`config.mk`:
```
export PLATFORM = sky130hd
export DESIGN_NAME = instruction_fetch_unit
export DESIGN_NICKNAME = d
export VERILOG_FILES = /design/src/rtl/instruction_fetch_unit.sv
export SDC_FILE = /design/constraint.sdc
export NUM_CORES = 1
export LEC_CHECK = 0
export BUFFER_PORTS_ARGS = -buffer_cell sky130_fd_sc_hd__buf_4
export CAP_MARGIN = 20
export CORE_AREA = 2 2 106 108
export DETAILED_ROUTE_END_ITERATION = 7
export DIE_AREA = 0 0 108 110
export PLACE_DENSITY = 0.71
export SYNTH_ARGS = -nofsm -noshare
export SYNTH_HDL_FRONTEND = slang
export SYNTH_SLANG_ARGS = --single-unit
```
`constraint.sdc`:
```
create_clock -name clk -period 2.2 [get_ports clk]
set_input_delay 0.44 -clock clk [delete_from_list [all_inputs] [get_ports clk]]
set_output_delay 0.44 -clock clk [all_outputs]
set_load 0.03 [all_outputs]
```
`src/rtl/instruction_fetch_unit.sv`:
```
// MIPS fetch stage: owns the PC, addresses the asynchronous program ROM and fills the IF/ID register.
// Optional build macro FETCH_ALIGN_CHECK_EN traps misaligned redirects to TRAP_VECTOR and pulses AlignError.
module instruction_fetch_unit #(
  parameter int                    DATA_WIDTH   = 32,
  parameter logic [DATA_WIDTH-1:0] RESET_VECTOR = 32'h0000_0000,
  parameter logic [DATA_WIDTH-1:0] TRAP_VECTOR  = 32'h0000_0040,
  parameter logic [DATA_WIDTH-1:0] NOP_WORD     = 32'h0000_0000
) (
  input  logic                  clk,
  input  logic                  reset,
  input  logic                  Stall,
  input  logic                  Flush,
  input  logic                  BranchTaken,
  input  logic [DATA_WIDTH-1:0] BranchTarget,
  input  logic                  Jump,
  input  logic [DATA_WIDTH-1:0] JumpTarget,
  output logic [DATA_WIDTH-1:0] PCAddress,
  input  logic [DATA_WIDTH-1:0] Instruction,
  output logic [DATA_WIDTH-1:0] InstructionID,
  output logic [DATA_WIDTH-1:0] PCPlus4ID,
  output logic                  ValidID,
  output logic                  AlignError
);

  typedef enum logic [1:0] {
    SRC_SEQ,
    SRC_HOLD,
    SRC_REDIRECT,
    SRC_TRAP
  } pc_src_e;

  localparam logic [DATA_WIDTH-1:0] WORD_MASK = ~DATA_WIDTH'(3);

  logic [DATA_WIDTH-1:0] pc;
  logic [DATA_WIDTH-1:0] pc_plus4;
  logic [DATA_WIDTH-1:0] raw_target;
  logic [DATA_WIDTH-1:0] redirect_target;
  logic                  redirect;
  logic                  misaligned;
  logic                  load_bubble;
  pc_src_e               pc_src;

  assign PCAddress  = pc;
  assign pc_plus4   = pc + DATA_WIDTH'(4);
  assign redirect   = Jump | BranchTaken;
  assign raw_target = Jump ? JumpTarget : BranchTarget;

  // Without the alignment check the low bits are simply dropped, keeping PC word aligned.
  assign redirect_target = raw_target & WORD_MASK;

`ifdef FETCH_ALIGN_CHECK_EN
  assign misaligned = redirect && (raw_target[1:0] != 2'b00);
`else
  assign misaligned = 1'b0;
`endif

  // NOTE: every output of a combinational block is given a default first so no latch is inferred.
  always_comb begin
    pc_src      = SRC_SEQ;
    load_bubble = Flush;
    if (redirect) begin
      pc_src      = misaligned ? SRC_TRAP : SRC_REDIRECT;
      load_bubble = 1'b1;
    end else if (Stall) begin
      pc_src = SRC_HOLD;
    end
  end

  // NOTE: state registers use non-blocking assignments so all of them update from the same pre-edge values.
  always_ff @(posedge clk) begin
    if (reset) begin
      pc            <= RESET_VECTOR & WORD_MASK;
      InstructionID <= NOP_WORD;
      PCPlus4ID     <= '0;
      ValidID       <= 1'b0;
    end else begin
      case (pc_src)
        SRC_SEQ:      pc <= pc_plus4;
        SRC_HOLD:     pc <= pc;
        SRC_REDIRECT: pc <= redirect_target;
        SRC_TRAP:     pc <= TRAP_VECTOR & WORD_MASK;
        default:      pc <= pc;
      endcase

      // The word returned for the current PC is wrong-path on redirect, so it becomes a bubble.
      if (load_bubble) begin
        InstructionID <= NOP_WORD;
        PCPlus4ID     <= '0;
        ValidID       <= 1'b0;
      end else if (pc_src == SRC_SEQ) begin
        InstructionID <= Instruction;
        PCPlus4ID     <= pc_plus4;
        ValidID       <= 1'b1;
      end
    end
  end

`ifdef FETCH_ALIGN_CHECK_EN
  always_ff @(posedge clk) begin
    if (reset) AlignError <= 1'b0;
    else       AlignError <= misaligned;
  end
`else
  assign AlignError = 1'b0;
`endif

endmodule

```
==> results of run 1 <==
worst max-delay path: cells and delay by family, from the launching register on:
family / cells / cell delay [ns]
AO/OA/AOI/OAI: 1 / 0.11
AND/OR/NAND/NOR: 3 / 0.82
flip-flops: 1 / 0.45
XOR/XNOR: 1 / 0.14
adder cells (fa/ha/maj): 1 / 0.29
how the worst min path moves through the flow:
stage	to	slack (ns)
2_1_floorplan	InstructionID[9]$_SDFFE_PP0N_	0.58
3_3_place_gp	InstructionID[11]$_SDFFE_PP0N_	0.44
3_5_place_dp	PCPlus4ID[5]$_SDFFE_PP0N_	0.45
4_1_cts	InstructionID[9]$_SDFFE_PP0N_	0.31
5_1_grt	InstructionID[9]$_SDFFE_PP0N_	0.32
6_report	InstructionID[29]$_SDFFE_PP0N_	0.33
registers in the layout (all words and copies together), names as in the netlist:
register / count
PCAddress: 30
PCPlus4ID: 30
InstructionID: 32
ValidID: 1
final cells by class:
cell class | instances | area [sq um] | share of cell area, %
tap | 140 | 175 | 2.93
timing repair buffer | 201 | 1520 | 25.5
clock buffer | 13 | 179 | 2.99
inverter | 1 | 3.75 | 0.0628
sequential | 93 | 1860 | 31.1
clock inverter | 3 | 65.1 | 1.09
multi-input combinational | 404 | 2170 | 36.3
cell usage after synthesis (2+ instances only):
library cell | instances | share of area, %
clkbuf_1 | 39 | 3.5
a21oi_1 | 128 | 15
buf_4 | 5 | 0.89
xnor2_1 | 9 | 1.9
and4_1 | 3 | 0.62
nor3_1 | 4 | 0.47
dfxtp_1 | 93 | 44
o22ai_1 | 21 | 3.1
buf_1 | 2 | 0.18
nor2_1 | 9 | 0.80
and3_1 | 4 | 0.59
nand2_1 | 116 | 10
nand3b_1 | 29 | 5.2
nand3_1 | 13 | 1.5
nand4_2 | 3 | 0.89
xor2_1 | 20 | 4.2
o21ai_0 | 22 | 2.6
nor3_4 | 2 | 0.77
nand4_1 | 9 | 1.3
buf_2 | 3 | 0.36
report_power, final:
part	switching, mW	internal, mW	total [mW]
clock network	0.565	0.763	1.33
logic	0.304	0.252	0.557
registers	0.0637	1.72	1.79
cells by family after synthesis:
group	after synthesis
adders and majority gates	1
muxes	1
buffers and inverters	50
DFF	93
and+or+nand+nor	197
AOI/OAI and AO/OA	171
other	1
xor gates and xnor gates	29
metal layers:
metal / global-route usage, % / vias up / routed length, um
met5: 0 / - / 0
met4: 8.33 / 0 / 193
met3: 5.29 / 15 / 1200
met2: 35.6 / 173 / 6070
met1: 26.2 / 2080 / 5430
li1: - / 2207 / -
stage by stage:
stage / power (mW) / worst slack [ns] / cell area [sq um] / utilization [%]
final: 3.67 / 0.258 / 5980 / 55.9
after global routing: 3.82 / 0.0454 / 5980 / 55.9
after CTS: 3.70 / 0.155 / 5980 / 55.9
after detailed placement: 2.38 / 0.203 / 5730 / 53.6
after global placement: 2.37 / 0.251 / 5730 / 53.6
after floorplan: 2.12 / 0.221 / 4230 / -
==> metrics.csv, run 1 <==
stage,metric,value,unit
run_status,status,completed,
sta,skew,0.00770,ns
logic_synthesis,synth_xor_area_share,6.02,%
grt,antenna_found_initial,0,
cts,cts_inserted_buffers,9,
route,drtPass1Iterations,5,
sta,finalSetupViolations,0,
run,max-cap-violations,0,
hold_path,hold_path_depth,3,
logic_synthesis,synth_simple_gate_area_share,23.3,%
logic_synthesis,yosysSeqAreaShare,44.2,%
floorplanning,dieArea,11900,sq um
cts,clkSinkCount,93,
placed_design,dp_hpwl,9.16,mm
logic_synthesis,synth_compound_area_share,20.9,%
hold_path,hold_path.class,in2reg,
worst_setup_path,cp_max_fo,9,
placed_design,place_inst,839,
sta,slew_violations,0,
sta,finalSetupTns,0,ns
layout,final_cells,855,
cts,postCtsSetupRepairBufs,0,
logic_synthesis,ys_types,29,
sta,worst_pin_slew,0.573,ns
logic_synthesis,async_reset_ff_share,0,%
cts,clk_path_buf_depth,2,
grt,gr-total-overflow,0,
grt,grt_pass1_vias,4019,
floorplanning,io_pins,200,
sta,timing.final.crit_period,1.94,ns
layout,n_antenna_cell,0,
worst_setup_path,crit_arrival,2.17,ns
logic_synthesis,synthAdderAreaFrac,0.297,%
grt,grt_max_degree,57,
grt,grt.total_usage,21.2,%
layout,layout_common_cells,"200 x buf_4, 128 x a21oi_1, 116 x nand2_1, 93 x dfxtp_1, 29 x nand3b_1",
layout,fillers,1013,
cts,cts_resized,0,
layout,layout.nets,813,
placed_design,place.gp.congestion,0.823,
logic_synthesis,synth_seq_cells,93,
floorplanning,start_util,39.4,%
floorplanning,die_height,110,um
cts,clock_latency,0.36,ns
logic_synthesis,syn_inst,543,
floorplanning,chipWidth,108,um
route,detail-route-antenna-nets,0,
cts,cts.htree.levels,3,
logic_synthesis,synth_edf_count,0,
power_and_ir_drop,ir_drop,0.332,mV
layout,synthToLayoutAreaGrowth,41.8,%
sta,finalCritPeriodShare,88.3,%
route,first_iter_violations,207,
logic_synthesis,avgSynthCellArea,7.77,sq um
worst_setup_path,required,2.43,ns
logic_synthesis,muxShareOfSynthArea,0.237,%
placed_design,portBuffers,190,
cts,holdBufCountCts,0,
worst_setup_path,r2r-start,PCAddress[3]$_SDFFE_PP0P_,
cts,tritoncts,built,
worst_setup_path,startpoint_type,flop,
power_and_ir_drop,cellLeakagePower,2.48,nW
route,wire_per_inst,15.1,um
route,drc,0,
logic_synthesis,synth_top_family_by_area,simple AND/OR/NAND/NOR gates,
layout,drive_gt1_share,31.3,%
worst_setup_path,crit_slowest_cell,dfxtp_1,
sta,rsz0062_at_grt,no,
logic_synthesis,ys.flop_type,dfxtp_1,
sta,clock.fmax,515,MHz
logic_synthesis,syn_area,4220,sq um
floorplanning,num_rows,38,
worst_setup_path,crit_path_end,PCAddress[16]$_SDFFE_PP0P_,
power_and_ir_drop,power.density,614,nW/um^2
worst_setup_path,crit_chain,"ha_1, nand4_2, nor3_4, and3_1, xnor2_1, o22ai_1",
sta,hold_ws,0.329,ns
cts,root_buffer,clkbuf_8,
worst_setup_path,ff2ff_path_depth,6,
worst_setup_path,r2r_end,PCAddress[16]$_SDFFE_PP0P_,
sta,hold_viol_final,0,
route,routed-via-count,4475,
cts,path_clk_slew,0.09,ns
floorplanning,core_region_area,10700,sq um
sta,max_slew_margin,61.8,%
worst_setup_path,reg2reg_slack,0.26,ns
worst_setup_path,worstSetupStartpoint,PCAddress[3]$_SDFFE_PP0P_,
hold_path,holdCritStartpoint,Instruction[29],
layout,final_common_cell,buf_4,
route,drt-total-wl,12.9,mm
route,via_per_inst,5.23,
worst_setup_path,cpPeakStageDelay,0.45,ns
worst_setup_path,critPathCaptureType,flop,
worst_setup_path,crit_type,reg2reg,
grt,grt_pass1_wl,19.8,mm
logic_synthesis,yosys_warnings,0,
No activity file was read; power rests on OpenSTA's default activity.
==> inputs of run 2 (changes only) <==
--- a/config.mk
+++ b/config.mk
@@ -11,6 +11,7 @@
 export DETAILED_ROUTE_END_ITERATION = 7
 export DIE_AREA = 0 0 108 110
 export PLACE_DENSITY = 0.71
+export SETUP_SLACK_MARGIN = 0.3
 export SYNTH_ARGS = -nofsm -noshare
 export SYNTH_HDL_FRONTEND = slang
 export SYNTH_SLANG_ARGS = --single-unit
==> run 2 against run 1 <==
  * Global-route usage about the same
  * Clock-buffer cell count fell by 3
  * Register-to-register slack gained 0.21 ns
  * Cell area about the same
==> metrics.csv, run 2 (synthesized netlist as in run 1, its figures left out) <==
stage,metric,value,unit,change
run_status,status,completed,,
power_and_ir_drop,ir_drop,0.255,mV,-23%
route,drt-total-wl,13.0,mm,+0.84%
floorplanning,chipWidth,108,um,unchanged
floorplanning,dieArea,11900,sq um,unchanged
sta,clock.fmax,578,MHz,+12%
cts,clock_latency,0.35,ns,about the same
run,max-cap-violations,0,,unchanged
sta,finalSetupViolations,0,,unchanged
sta,finalSetupTns,0,ns,unchanged
cts,tritoncts,built,,
sta,skew,0.0109,ns,+0.00319 ns
power_and_ir_drop,finalPower,3.46,mW,-5.8%
layout,largest-register,InstructionID,,
power_and_ir_drop,power.density,579,nW/um^2,-5.8%
route,detail-route-antenna-nets,0,,unchanged
placed_design,dp_hpwl,9.09,mm,-0.79%
route,wire_per_inst,15.2,um,+0.72%
sta,hold_ws,0.331,ns,+0.00163 ns
layout,largest_reg_flops,32,,unchanged
placed_design,portBuffers,190,,unchanged
cts,cts.htree.levels,3,,unchanged
sta,setup_slack,0.468,ns,+0.210 ns
cts,cts_inserted_buffers,9,,unchanged
floorplanning,core_region_area,10700,sq um,unchanged
layout,final_cells,856,,+0.12%
layout,layout.nets,814,,+0.12%
cts,root_buffer,clkbuf_8,,
sta,hold_viol_final,0,,unchanged
placed_design,place_inst,838,,-0.12%
worst_setup_path,crit_type,reg2reg,,
cts,path_clk_slew,0.09,ns,about the same
grt,use_met3,5.58,%,+0.29 points
layout,synthToLayoutAreaGrowth,41.8,%,about the same
grt,grt_use_met2,35.0,%,-0.63 points
layout,final_common_cell,buf_4,,
grt,top_usage_layer,met2,,
hold_path,hold_path.class,in2reg,,
layout,drive_gt1_share,32.0,%,+0.65 points
placed_design,pre_cts_slack,0.278,ns,+0.0746 ns
cts,clkSinkCount,93,,unchanged
sta,max_slew_margin,64.1,%,+2.3 points
grt,grt.total_usage,21.2,%,about the same
layout,layout_common_cells,"199 x buf_4, 128 x a21oi_1, 116 x nand2_1, 91 x dfxtp_1, 29 x nand3b_1",,
route,via_per_inst,5.19,,-0.81%
sta,slew_violations,0,,unchanged
layout,n_antenna_cell,0,,unchanged
grt,gr-total-overflow,0,,unchanged
worst_setup_path,required,2.43,ns,about the same
sta,rsz0062_at_grt,no,,
floorplanning,io_pins,200,,unchanged
grt,antenna_found_initial,0,,unchanged
grt,grt_max_degree,65,,+14%
route,first_iter_violations,258,,+25%
power_and_ir_drop,cellLeakagePower,2.46,nW,-0.83%
floorplanning,num_rows,38,,unchanged
worst_setup_path,critPathCaptureType,flop,,
worst_setup_path,startpoint_type,flop,,
route,routed-via-count,4444,,-0.69%
grt,use_met1,26.8,%,+0.61 points
worst_setup_path,crit_arrival,1.96,ns,-0.21 ns
grt,grt_pass1_wl,20.0,mm,+1.2%
route,drtPass1Iterations,5,,unchanged
route,drc,0,,unchanged
grt,grt_pass1_vias,4142,,+3.1%
floorplanning,die_height,110,um,unchanged
cts,clk_path_buf_depth,2,,unchanged
sta,worst_pin_slew,0.539,ns,-0.0344 ns
floorplanning,start_util,39.4,%,unchanged
sta,finalCritPeriodShare,78.7,%,-9.6 points
placed_design,place.gp.congestion,0.812,,-1.4%
worst_setup_path,cp_max_fo,9,,unchanged
sta,timing.final.crit_period,1.73,ns,-0.210 ns
-- run 2: cell types whose count changed in the layout (fill, tap and decap cells not counted), moves of 2 or more --
cell / previous run / this run
buf_12: 1 / 3
dfxtp_2: 0 / 2
clkbuf_8: 13 / 9
clkinvlp_4: 0 / 2
dfxtp_1: 93 / 91
-- run 2: area by class of cell --
cell class                 instances  area [sq um]
sequential                        93          1860
clock inverter                     6          63.8
inverter                           1          3.75
tap                              140           175
fill                            1021          4720
multi-input combinational        404          2190
clock buffer                      10           128
timing repair buffer             202          1550
-- run 2: metal layers --
layer  vias up  part of all wire, %  routed length [um]
li1       2207                    -                   -
met1      2028                   43                5540
met2       193                   47                6100
met3        16                  9.0                1170
met4         0                  1.5                 193
met5         -                    0                   0
-- run 2: power by group --
group / internal (mW) / total [mW] / switching [mW] / leakage (nW)
sequential: 1.73 / 1.79 / 0.0666 / 0.757
clock: 0.524 / 1.11 / 0.591 / 0.0923
combinational: 0.253 / 0.553 / 0.301 / 1.61
-- run 2: timing repair --
action	CTS	global route
endpoints found under the hold margin	0	0
buffers inserted	0	2
hold buffers	0	0
pin swaps	1	2
setup endpoints to repair	10	22
gates resized for setup	0	4
-- run 2: final timing paths --
| check | cells past startpoint | from | end | slack (ns) |
|---|---|---|---|---|
| max | 7 | PCAddress[3]$_SDFFE_PP0P_ | PCAddress[20]$_SDFFE_PP0P_ | 0.47 |
| min | 3 | Instruction[30] | InstructionID[30]$_SDFFE_PP0N_ | 0.33 |
| max reg2reg | 7 | PCAddress[3]$_SDFFE_PP0P_ | PCAddress[20]$_SDFFE_PP0P_ | 0.47 |
| min reg2reg | 2 | PCPlus4ID[6]$_SDFFE_PP0N_ | PCPlus4ID[6]$_SDFFE_PP0N_ | 0.46 |
-- run 2: metrics by stage --
stage               area [sq um]  util (%)
detailed placement          5730      53.5
CTS                         5920      55.3
floorplan                   4230         -
global route                5980      55.9
global placement            5730      53.5
finish                      5980      55.9
-- run 2: worst max-delay path, cell delays in order, from the launching register on --
cell and delay (ns):
dfxtp_2 0.40, ha_4 0.17, nand4_2 0.17, nor3_4 0.26, buf_12 0.16, nand3_1 0.10
xor2_1 0.23, o22ai_1 0.12
